## src/rtl/matvec_pkg.sv

```systemverilog
// Shared types and defaults for the mat-vec load sequencer.
// Element width x row count must fill exactly one 64-bit memory word.
package matvec_pkg;

    localparam int MEM_WORD_W     = 64;
    localparam int DEF_DATA_WIDTH = 8;
    localparam int DEF_DEPTH      = 8;

    typedef enum logic [3:0] {
        IDLE,
        CLEAR,
        REQ_A,
        WAIT_A,
        REQ_B,
        WAIT_B,
        STREAM_B,
        WAIT_MAC,
        DONE,
        ERR
    } state_t;

endpackage

```

## src/rtl/avl_read_port.sv

```systemverilog
// Single-outstanding Avalon read handshake with response timeout.
// Latency: request visible same cycle as req; rdata passes through combinationally.
// Backpressure: mem_read/mem_address held while mem_waitrequest; no new request while one is pending.
module avl_read_port
    import matvec_pkg::*;
#(
    parameter int ADDR_W  = 32,
    parameter int DATA_W  = MEM_WORD_W,
    parameter int TIMEOUT = 1024
) (
    input  logic              CLOCK_50,
    input  logic              rst_n,
    input  logic              req,
    input  logic [ADDR_W-1:0] addr,
    output logic              accepted,
    output logic [DATA_W-1:0] rdata,
    output logic              rvalid,
    output logic              timeout,
    output logic [ADDR_W-1:0] mem_address,
    output logic              mem_read,
    input  logic [DATA_W-1:0] mem_readdata,
    input  logic              mem_readdatavalid,
    input  logic              mem_waitrequest
);
    localparam int TMR_W = (TIMEOUT > 1) ? $clog2(TIMEOUT) : 1;

    logic             pending;
    logic [TMR_W-1:0] timer;

    assign mem_read    = req && !pending;
    assign mem_address = mem_read ? addr : '0;
    assign accepted    = mem_read && !mem_waitrequest;
    // Strobes arriving with nothing outstanding are dropped here.
    assign rvalid      = pending && mem_readdatavalid;
    assign rdata       = mem_readdata;
    assign timeout     = pending && !mem_readdatavalid && (timer == TMR_W'(TIMEOUT - 1));

    always_ff @(posedge CLOCK_50 or negedge rst_n) begin
        if (!rst_n) begin
            pending <= 1'b0;
            timer   <= '0;
        end else if (accepted) begin
            pending <= 1'b1;
            timer   <= '0;
        end else if (pending) begin
            if (rvalid || timeout) begin
                pending <= 1'b0;
            end else begin
                timer <= timer + 1'b1;
            end
        end
    end

endmodule

```

## src/rtl/matvec_load_ctrl.sv

```systemverilog
// Sequencer: clear MAC, load DEPTH rows into A FIFOs, load vector word, stream it into B FIFO, await mac_done.
// Latency: A writes pass readdata through in the readdatavalid cycle; B streams DEPTH back-to-back cycles.
// Backpressure: memory stalls via waitrequest; one read outstanding; missing response -> ERR after TIMEOUT.
module matvec_load_ctrl
    import matvec_pkg::*;
#(
    parameter int DATA_WIDTH = DEF_DATA_WIDTH,
    parameter int DEPTH      = DEF_DEPTH,
    parameter int TIMEOUT    = 1024
) (
    input  logic                  CLOCK_50,
    input  logic                  rst_n,
    input  logic                  start,
    input  logic [31:0]           base_addr,
    output logic [31:0]           mem_address,
    output logic                  mem_read,
    input  logic [MEM_WORD_W-1:0] mem_readdata,
    input  logic                  mem_readdatavalid,
    input  logic                  mem_waitrequest,
    output logic                  mac_clr,
    output logic                  a_wren,
    output logic [MEM_WORD_W-1:0] a_data,
    output logic                  b_wren,
    output logic [DATA_WIDTH-1:0] b_data,
    input  logic                  mac_done,
    output logic                  busy,
    output logic                  done,
    output logic                  error
);
    localparam int               CNT_W = (DEPTH > 1) ? $clog2(DEPTH) : 1;
    localparam logic [CNT_W-1:0] LAST  = CNT_W'(DEPTH - 1);

    state_t                 state, state_nxt;
    logic [CNT_W-1:0]       row_cnt;
    logic [CNT_W-1:0]       elem_cnt;
    logic [31:0]            base_reg;
    logic [MEM_WORD_W-1:0]  vec_reg;
    logic                   start_ok;
    logic                   rd_req;
    logic [31:0]            rd_addr;
    logic                   rd_accepted;
    logic [MEM_WORD_W-1:0]  rd_rdata;
    logic                   rd_rvalid;
    logic                   rd_timeout;

    assign start_ok = start && (state == IDLE || state == DONE || state == ERR);
    assign busy     = !(state == IDLE || state == DONE || state == ERR);
    assign done     = (state == DONE);
    assign error    = (state == ERR);

    avl_read_port #(
        .ADDR_W  (32),
        .DATA_W  (MEM_WORD_W),
        .TIMEOUT (TIMEOUT)
    ) u_rd (
        .CLOCK_50          (CLOCK_50),
        .rst_n             (rst_n),
        .req               (rd_req),
        .addr              (rd_addr),
        .accepted          (rd_accepted),
        .rdata             (rd_rdata),
        .rvalid            (rd_rvalid),
        .timeout           (rd_timeout),
        .mem_address       (mem_address),
        .mem_read          (mem_read),
        .mem_readdata      (mem_readdata),
        .mem_readdatavalid (mem_readdatavalid),
        .mem_waitrequest   (mem_waitrequest)
    );

    always_ff @(posedge CLOCK_50 or negedge rst_n) begin
        if (!rst_n) begin
            state    <= IDLE;
            row_cnt  <= '0;
            elem_cnt <= '0;
            base_reg <= '0;
            vec_reg  <= '0;
        end else begin
            state <= state_nxt;
            if (start_ok) begin
                base_reg <= base_addr;
                row_cnt  <= '0;
            end
            if (state == WAIT_A && rd_rvalid && row_cnt != LAST) begin
                row_cnt <= row_cnt + 1'b1;
            end
            if (state == WAIT_B && rd_rvalid) begin
                vec_reg  <= rd_rdata;
                elem_cnt <= '0;
            end
            if (state == STREAM_B) begin
                elem_cnt <= elem_cnt + 1'b1;
            end
        end
    end

    always_comb begin
        state_nxt = state;
        mac_clr   = 1'b0;
        a_wren    = 1'b0;
        a_data    = '0;
        b_wren    = 1'b0;
        b_data    = '0;
        rd_req    = 1'b0;
        rd_addr   = base_reg;
        case (state)
            IDLE, DONE, ERR: begin
                if (start) state_nxt = CLEAR;
            end
            CLEAR: begin
                mac_clr   = 1'b1;
                state_nxt = REQ_A;
            end
            REQ_A: begin
                rd_req  = 1'b1;
                rd_addr = base_reg + 32'(row_cnt);
                if (rd_accepted) state_nxt = WAIT_A;
            end
            WAIT_A: begin
                if (rd_rvalid) begin
                    a_wren    = 1'b1;
                    a_data    = rd_rdata;
                    state_nxt = (row_cnt == LAST) ? REQ_B : REQ_A;
                end else if (rd_timeout) begin
                    state_nxt = ERR;
                end
            end
            REQ_B: begin
                rd_req  = 1'b1;
                rd_addr = base_reg + 32'(DEPTH);
                if (rd_accepted) state_nxt = WAIT_B;
            end
            WAIT_B: begin
                if (rd_rvalid) begin
                    state_nxt = STREAM_B;
                end else if (rd_timeout) begin
                    state_nxt = ERR;
                end
            end
            STREAM_B: begin
                b_wren = 1'b1;
                // Most significant element goes out first.
                for (int i = 0; i < DEPTH; i++) begin
                    if (elem_cnt == CNT_W'(i)) begin
                        b_data = vec_reg[(DEPTH-1-i)*DATA_WIDTH +: DATA_WIDTH];
                    end
                end
                if (elem_cnt == LAST) state_nxt = WAIT_MAC;
            end
            WAIT_MAC: begin
                if (mac_done) state_nxt = DONE;
            end
            default: state_nxt = IDLE;
        endcase
    end

endmodule
```

## config.mk

```make
export PLATFORM = sky130hd
export DESIGN_NAME = matvec_load_ctrl
export DESIGN_NICKNAME = d
export VERILOG_FILES = /design/src/rtl/matvec_pkg.sv /design/src/rtl/avl_read_port.sv /design/src/rtl/matvec_load_ctrl.sv
export SDC_FILE = /design/constraint.sdc
export NUM_CORES = 1
export LEC_CHECK = 0
export BUFFER_PORTS_ARGS = -buffer_cell sky130_fd_sc_hd__buf_2
export CAP_MARGIN = 20
export CORE_MARGIN = 2
export CORE_UTILIZATION = 35
export CTS_CLUSTER_DIAMETER = 80
export DETAILED_ROUTE_END_ITERATION = 7
export RECOVER_POWER = 100
export REMOVE_ABC_BUFFERS = 1
export SLEW_MARGIN = 20
export SYNTH_ARGS = -nofsm -noshare
export SYNTH_HDL_FRONTEND = slang
export SYNTH_SLANG_ARGS = --single-unit
export TNS_END_PERCENT = 1
```

## constraint.sdc

```tcl
create_clock -name CLOCK_50 -period 5.6 [get_ports CLOCK_50]
set_input_delay 1.12 -clock CLOCK_50 [delete_from_list [all_inputs] [get_ports CLOCK_50]]
set_output_delay 1.12 -clock CLOCK_50 [all_outputs]
set_load 0.02 [all_outputs]
```

Word level (Yosys, flattened, before mapping). Index checks and enable logic that the tools add are counted.

Reduce and logical (&&, ||, !) cells: 25. Add/sub/neg operators: 5. Equal/unequal tests: 25. Mux-type cells: 38.

Operators with widths (number): 2-to-1 mux 64 bit (2); 2-to-1 mux 8 bit (9); one-hot mux 32 bit (2 select lines) (1); adder 32 x 3 -> 32 bit (1); adder 32 x 4 -> 32 bit, second input constant (1); 2-to-1 mux 32 bit (1); 2-to-1 mux 4 bit (8); one-hot mux 4 bit (8 select lines) (1); 2-to-1 mux 10 bit (3); equality test 4 x 3 -> 1 bit, second input constant (4); equality test 3 bit, second input constant (5); 2-to-1 mux 3 bit (5); adder 10 x 1 -> 10 bit, second input constant (1); equality test 10 bit, second input constant (1); != test 2 bit, second input constant (5); logical AND 1 bit (9); equality test 4 x 2 -> 1 bit, second input constant (2); equality test 4 bit, second input constant (2); 2-to-1 mux 1 bit (8); adder 3 x 1 -> 3 bit, second input constant (2); equality test 3 x 2 -> 1 bit, second input constant (2); nonzero test 2 bit (3); AND reduction 5 bit (1); equality test 4 x 1 -> 1 bit, second input constant (1); other kinds (10) (15).

Logic and storage cells: 100. Input bits: 102. Bits in registers: 117.

Longest topological paths before layout. Gate-level depths: netlist (run 1).

Depth in word-level cells: 10. Depth in mapped cells: 9. Depth with buffers taken out: 8.

Cells and area by module. Synthesis (run 1) repeated with hierarchy kept, for this count alone.

Cells, all modules: 733. Area, all modules: 7328.3 um^2.

By module, submodules not included: matvec_load_ctrl (area each 6034.5 um^2, times used 1, sequential area each 2652.5 um^2, cells an instance 568); avl_read_port (area each 1293.7 um^2, times used 1, sequential area each 275.3 um^2, cells an instance 165).

Worst setup path before layout (run 1). Ideal clock, no wire load.

Path type: input to output. Start: in mem_readdatavalid. End: out a_data[10]. Arrival: 2232 ps. Path slack: 2248 ps. Required time: 4480 ps. Buffers on the path: 2. Stages on the path: 5. Cells stage by stage: nand2_1 nor4_1 clkbuf_1 clkbuf_1 and2_1.

Longest elaborated chain between the ends: 3.

RTL lines: from (decl) (line matvec_load_ctrl.sv:18) `input logic mem_readdatavalid,`; logical AND 1 bit (line avl_read_port.sv:34) `assign rvalid = pending && mem_readdatavalid;`; 2-to-1 mux 64 bit (line matvec_load_ctrl.sv:120) `if (rd_rvalid) begin`; 2-to-1 mux 64 bit (line matvec_load_ctrl.sv:106) `case (state)`; to (decl) (line matvec_load_ctrl.sv:22) `output logic [MEM_WORD_W-1:0] a_data,`.

No other way between the ends.

Final worst setup path (run 1).
Start: reg state[2]. End: out mem_address[16].

Longest elaborated chain between the ends: 5. Elaborated cells on any way between the ends: 7. Those cells by class: eq/ne (2); mux (3); reduce/logical (2).

RTL lines: from (decl) (line matvec_load_ctrl.sv:33) `state_t state, state_nxt;`; from (signal assigned) (line matvec_load_ctrl.sv:79) `state <= state_nxt;`; equality test 4 x 3 -> 1 bit / equality test 4 x 2 -> 1 bit (equally long branches) (line matvec_load_ctrl.sv:106); OR reduction 2 bit (no source line); 2-to-1 mux 1 bit (line matvec_load_ctrl.sv:106); logical AND 1 bit (line avl_read_port.sv:30) `assign mem_read = req && !pending;`; 2-to-1 mux 32 bit * (line avl_read_port.sv:31) `assign mem_address = mem_read ? addr : '0;`; to (decl) (line matvec_load_ctrl.sv:15) `output logic [31:0] mem_address,`.

Every way passes the cells marked *; elsewhere a longest branch is shown, timed or not.

==> impl_results.md, run 1 <==
- Outcome: finished, violations left
- Failing checks: capacitance limit, slew limit
- Die Wd: 144 um
- Num CTS Buffers: 17
- Cell depth of the worst flop-to-flop path: 4
- Tmin final: 4.83 ns
- Cell family with most CP delay: simple AND/OR/NAND/NOR gates
- Total Routed Length: 19100 um
- Row count: 51
- Fin. max-slew vios: 159
- Hold_sp: vec_reg[59]
- WP data arrival: 3.71 ns
- WP data required: 4.48 ns
- Final Wtd Congestion: 0.788
- GRT Resource Usage Total: 18.2%
- Met3 Routed Length: 1380 um
- CTS resizes: 0
- FF-to-FF setup slack: 1.16 ns
- WL per Instance: 16.5 um
- Cell depth of the worst setup path: 7
- Final Cycle Share: 86.2%
- DR WL met2: 8970 um
- Setup tns final: 0 ns
- Largest net degree at the start of global routing: 76
- Num Clock Sinks: 117
- Syn Area/Cell: 10.2 um^2
- Initial antenna violation count: 0
- Final Hold Fails: 0
- Synthesized area: 6890 um^2
- Syn Inst Count: 678
- CTS tree: done
- Power Density: 426 nW/um^2
- Worst-path clk slew: 0.06 ns
- Flip-flop count of the largest register after layout: 64
- Cell variety after synth: 69
- Ys Warns: 0
- Post-Place Worst Slack: 1.61 ns
- Sequential area share after synthesis: 42.5%
- Worst Setup Path Type: reg2out
- # hold bufs at CTS: 0
- Filler Cells Inserted: 1962
- Fmax: 207 MHz
- Worst reg2reg path endpoint: vec_reg[16]
- DR vias: 5905
- Maximum VDD drop: 0.250 mV
- Final setup viols: 0
- First-pass GRT wire length: 29100 um
- DP HPWL: 13800 um
- Postcts setup bufs: 0
- P&R area growth vs syn: 25.7%
- Io pins: 213
- Fin Hold WS: 0.489 ns
- Root Driver: clkbuf_16
- CP cell instances: nor4b_1 -> o21bai_2 -> buf_4 -> inv_1 -> o21ai_0 -> nor2_1 -> clkbuf_1
- Final ANT Viol Nets: 0
- Die area: 20800 um^2
- Worst Skew: 0.0138 ns
- Relative slew slack: -146%
- Post-layout nets: 995
- Worst-skew pair later-pin latency: 0.42 ns
- Synth top area share: 42.5%
- Number of remaining DRC errors: 0
- H-tree depth: 4
- Grt total ovfl: 0
- Synth Flop Type: dfrtp_1
- Number of port buffers: 212
- Unrepaired setup endpoints after global routing: no
- Ys async rst share: 100%
- Design Power: 3.69 mW
- Share of cells above drive strength 1: 28.4%
- Critical Path Source: state[2]
- # Max-Cap Violations: 4
- Die height: 144 um
- Worst-margin pin slew: 3.70 ns
- Slowest-stage cell, CP: nor4b_1
- Initial Util: 35.5%
- DR top layer: met4
- Clk buf depth: 2
- Critical path buffers and inverters: 3
- Initial DRC Count: 298
- Max incr delay on CP: 1.14 ns
- Met1 WL: 8600 um
- Area leader, netlist: dfrtp_1
- Top cells by area, synth: dfrtp_1 42%, mux2_2 15%, and2_1 6.0%
- Post-route setup slack: 0.773 ns
- Post-synth EDFFs: 0
- Crit path launch type: flip-flop
- Synth Register Bits: 117
- Critical Path End Type: primary output
- CP Max Fanout: 18
- Core Box Area: 19400 um^2
- DR vias/cell: 5.10
- Hold Path Class: reg2reg
- Worst Setup EP: mem_address[16]
- Leakage Power: 3.87 nW
- RR Startpoint: state[2]
- First-pass iteration count of the detailed router: 4
- Number of global-route vias before repair: 5469
## kinds of logic (layout without fill, tap and decap cells)
family          after synthesis  after routing  share of synthesized area, %
compound gates              149            149                          14.1
fa+ha+maj                    15             15                          2.79
other cells                   0              1                             0
mux                         100            100                          16.3
xor+xnor                      9              9                          1.14
flops                       117            117                          42.5
buf+inv                      49            263                          3.10
simple gates                239            239                          20.1
## synthesized netlist by cell type (all sizes together), types with 5 or more instances
cell type,number
dfrtp,117
mux2,96
and2,66
a21oi,42
nand2,40
o21ai,35
nor2,28
nand3,21
buf,18
clkbuf,18
nand4,14
ha,13
o22ai,13
inv,12
nand2b,12
nor3,11
or3,11
a22o,9
a22oi,9
a221oi,8
a211oi,7
and3,7
nor2b,7
a311oi,5
xnor2,5
## how the worst min path moves through the flow
stage,endpoint,slack [ns],cells past startpoint
after floorplan,vec_reg[56],0.46,1
after global placement,vec_reg[56],0.47,1
after detailed placement,vec_reg[59],0.48,1
after CTS,vec_reg[59],0.49,1
after global routing,vec_reg[59],0.50,1
final,vec_reg[59],0.49,1
## power breakdown
group,internal (mW),switching (mW)
Sequential,1.04,0.247
Combinational,0.502,0.776
Clock,0.724,0.401
Total,2.27,1.42
## worst reg2reg max path: cells and delay by family (launching register included)
family | cells | cell delay, ns
buf+inv | 2 | 2.79
mux | 1 | 0.56
simple gates | 1 | 0.26
flops | 1 | 0.71
## metrics by stage
step,std cells,cell area [um^2],utilization (%)
after floorplan,642,6730,-
after global placement,1124,8190,42.2
after detailed placement,1124,8190,42.2
after CTS,1156,8800,45.4
after global routing,1157,8660,44.7
final,1158,8670,44.7
## cells in the final DEF, fill, tap and decap left out, drive strengths merged, types with 11 or more instances in the layout
cell type,count
nor3,11
buf,121
or3,11
mux2,96
clkbuf,118
dfrtp,117
o22ai,13
ha,13
nor2,28
nand3,21
inv,12
nand2,40
o21ai,35
nand2b,12
nand4,14
a21oi,42
and2,66
## layer usage
layer	global-route usage, %	vias up
met2	29.5	200
li1	-	2891
met3	5.03	11
met5	0	-
met4	6.03	0
met1	23.5	2803
## final cells by class
class,instances,area [um^2],share of cell area [%]
clock inverter,11,151,1.75
multi-input combinational,512,3730,43.1
tap,265,332,3.83
timing repair buffer,218,1010,11.7
clock buffer,21,460,5.31
sequential,117,2930,33.8
antenna,1,2.50,0.0289
inverter,13,48.8,0.563
Power figures use the tool's default switching activity.
==> run 2, diff against run 1 <==
--- a/constraint.sdc
+++ b/constraint.sdc
@@ -3,2 +3,2 @@
 set_output_delay 1.12 -clock CLOCK_50 [all_outputs]
-set_load 0.02 [all_outputs]
+set_load 0.1 [all_outputs]
==> impl_results.md, run 2 (same netlist as run 1, synthesis figures left out) <==
- Outcome: finished, violations left
- Failing checks: capacitance limit, slew limit
- Fin area: 8660 um^2 (-0.13%)
- Fin. max-slew vios: 147 (-7.5%)
- Io pins: 213 (unchanged)
- Num Clock Sinks: 117 (unchanged)
- Post-layout nets: 996 (+0.10%)
- Number of port buffers: 212 (unchanged)
- Critical Path Source: elem_cnt[0]
- Worst-margin pin slew: 3.66 ns (-0.0380 ns)
- WP data arrival: 3.85 ns (+0.14 ns)
- Worst Setup Path Type: reg2out
- Crit path launch type: flip-flop
- Number of global-route vias before repair: 5612 (+2.6%)
- Root Driver: clkbuf_16
- First-pass iteration count of the detailed router: 4 (unchanged)
- Core Box Area: 19400 um^2 (unchanged)
- Non-filler instance count after layout: 1157 (-0.086%)
- Setup tns final: 0 ns (unchanged)
- Commonest non-fill, non-tap cell in the layout: buf_2
- Final Util: 44.6% (-0.058 points)
- Fmax: 201 MHz (-2.8%)
- # hold bufs at CTS: 0 (unchanged)
- Maximum VDD drop: 0.562 mV (+120%)
- WL per Instance: 16.5 um (-0.34%)
- Die height: 144 um (unchanged)
- Relative slew slack: -144% (+2.5 points)
- Hold Path Class: reg2reg
- # Max-Cap Violations: 3 (-1)
- GRT Resource Usage Total: 18.3% (+0.086 points)
- Final setup viols: 0 (unchanged)
- Fin Hold WS: 0.489 ns (+0.0000780 ns)
- Worst-path clk slew: 0.05 ns (about the same)
- Worst-skew pair later-pin latency: 0.41 ns (about the same)
- H-tree depth: 4 (unchanged)
- WP data required: 4.48 ns (about the same)
- Initial DRC Count: 220 (-26%)
- Largest net degree at the start of global routing: 77 (+1.3%)
- Hold_sp: vec_reg[61]
- Clk buf depth: 2 (unchanged)
- CP Max Fanout: 10 (-8)
- DR vias: 6001 (+1.6%)
- Post-Place Worst Slack: 1.52 ns (-0.0933 ns)
- Final ANT Viol Nets: 0 (unchanged)
- RR Startpoint: state[2]
- First-pass GRT wire length: 29500 um (+1.4%)
- Initial antenna violation count: 1 (+1)
- Worst Skew: 0.00925 ns (-0.00459 ns)
- Flip-flop count of the largest register after layout: 64 (unchanged)
- Total Routed Length: 19100 um (-0.42%)
- Grt total ovfl: 0 (unchanged)
- Design Power: 4.47 mW (+21%)
- Final Wtd Congestion: 0.794 (+0.77%)
- Critical Path End Type: primary output
- Power Density: 517 nW/um^2 (+21%)
- Commonest non-fill, non-tap cells in the layout: 120 x buf_2, 117 x dfrtp_1, 89 x mux2_2
- Share of cells above drive strength 1: 29.9% (+1.6 points)
- Die area: 20800 um^2 (unchanged)
- Post-route setup slack: 0.635 ns (-0.138 ns)
- Die Wd: 144 um (unchanged)
- Final Hold Fails: 0 (unchanged)
- Number of remaining DRC errors: 0 (unchanged)
- Cell depth of the worst flop-to-flop path: 4 (unchanged)
- P&R area growth vs syn: 25.6%
- Row count: 51 (unchanged)
- Postcts setup bufs: 0 (unchanged)
- Filler Cells Inserted: 1977 (+0.76%)
- Tmin final: 4.97 ns (+0.138 ns)
- Num CTS Buffers: 17 (unchanged)
- DR vias/cell: 5.19 (+1.7%)
- DP HPWL: 13900 um (+0.60%)
- Hold Path Cell Cnt: 1 (unchanged)
- Area after DPL: 8180 um^2 (about the same)
- CTS tree: done
- CTS resizes: 0 (unchanged)
- Unrepaired setup endpoints after global routing: no
- Initial Util: 35.5% (unchanged)
- Leakage Power: 3.93 nW (+1.4%)
- Diode count: 0 (-1)
- Final Cycle Share: 88.7% (+2.5 points)
- Placed insts: 1125 (+0.089%)
## run 2: layer usage
layer / vias to the layer above / global-route usage (%) / wire (um)
li1: 2895 / - / -
met1: 2873 / 23.3 / 8470
met2: 207 / 29.9 / 8850
met3: 24 / 5.30 / 1370
met4: 2 / 6.03 / 353
met5: - / 0 / 13
## run 2: final cells by class
class / instances / area (um^2) / share of cell area (%)
clock inverter: 9 / 129 / 1.49
timing repair buffer: 219 / 1020 / 11.8
clock buffer: 22 / 454 / 5.25
multi-input combinational: 512 / 3740 / 43.2
sequential: 117 / 2930 / 33.8
tap: 265 / 332 / 3.83
inverter: 13 / 48.8 / 0.564
## run 2: where the power goes
| group | internal [mW] | switching (mW) |
|---|---|---|
| registers | 1.04 | 0.250 |
| logic | 0.513 | 1.58 |
| clock network | 0.706 | 0.381 |
## run 2: path summary, 6_finish.rpt
kind	end	slack, ns
max	b_data[2]	0.63
min	vec_reg[61]	0.49
max reg2reg	vec_reg[2]	1.16
min in group asynchronous	vec_reg[23]	0.98
min reg2reg	vec_reg[61]	0.49
max in group asynchronous	vec_reg[57]	1.86
## run 2: worst max-delay path, cell delays in order, from the launching register on
cell	delay, ns
dfrtp_1	0.41
inv_1	0.11
ha_1	0.41
nor2b_1	0.58
a22oi_1	0.14
o21ai_0	0.21
nand3_1	0.16
a221oi_1	0.49
clkbuf_1	0.91
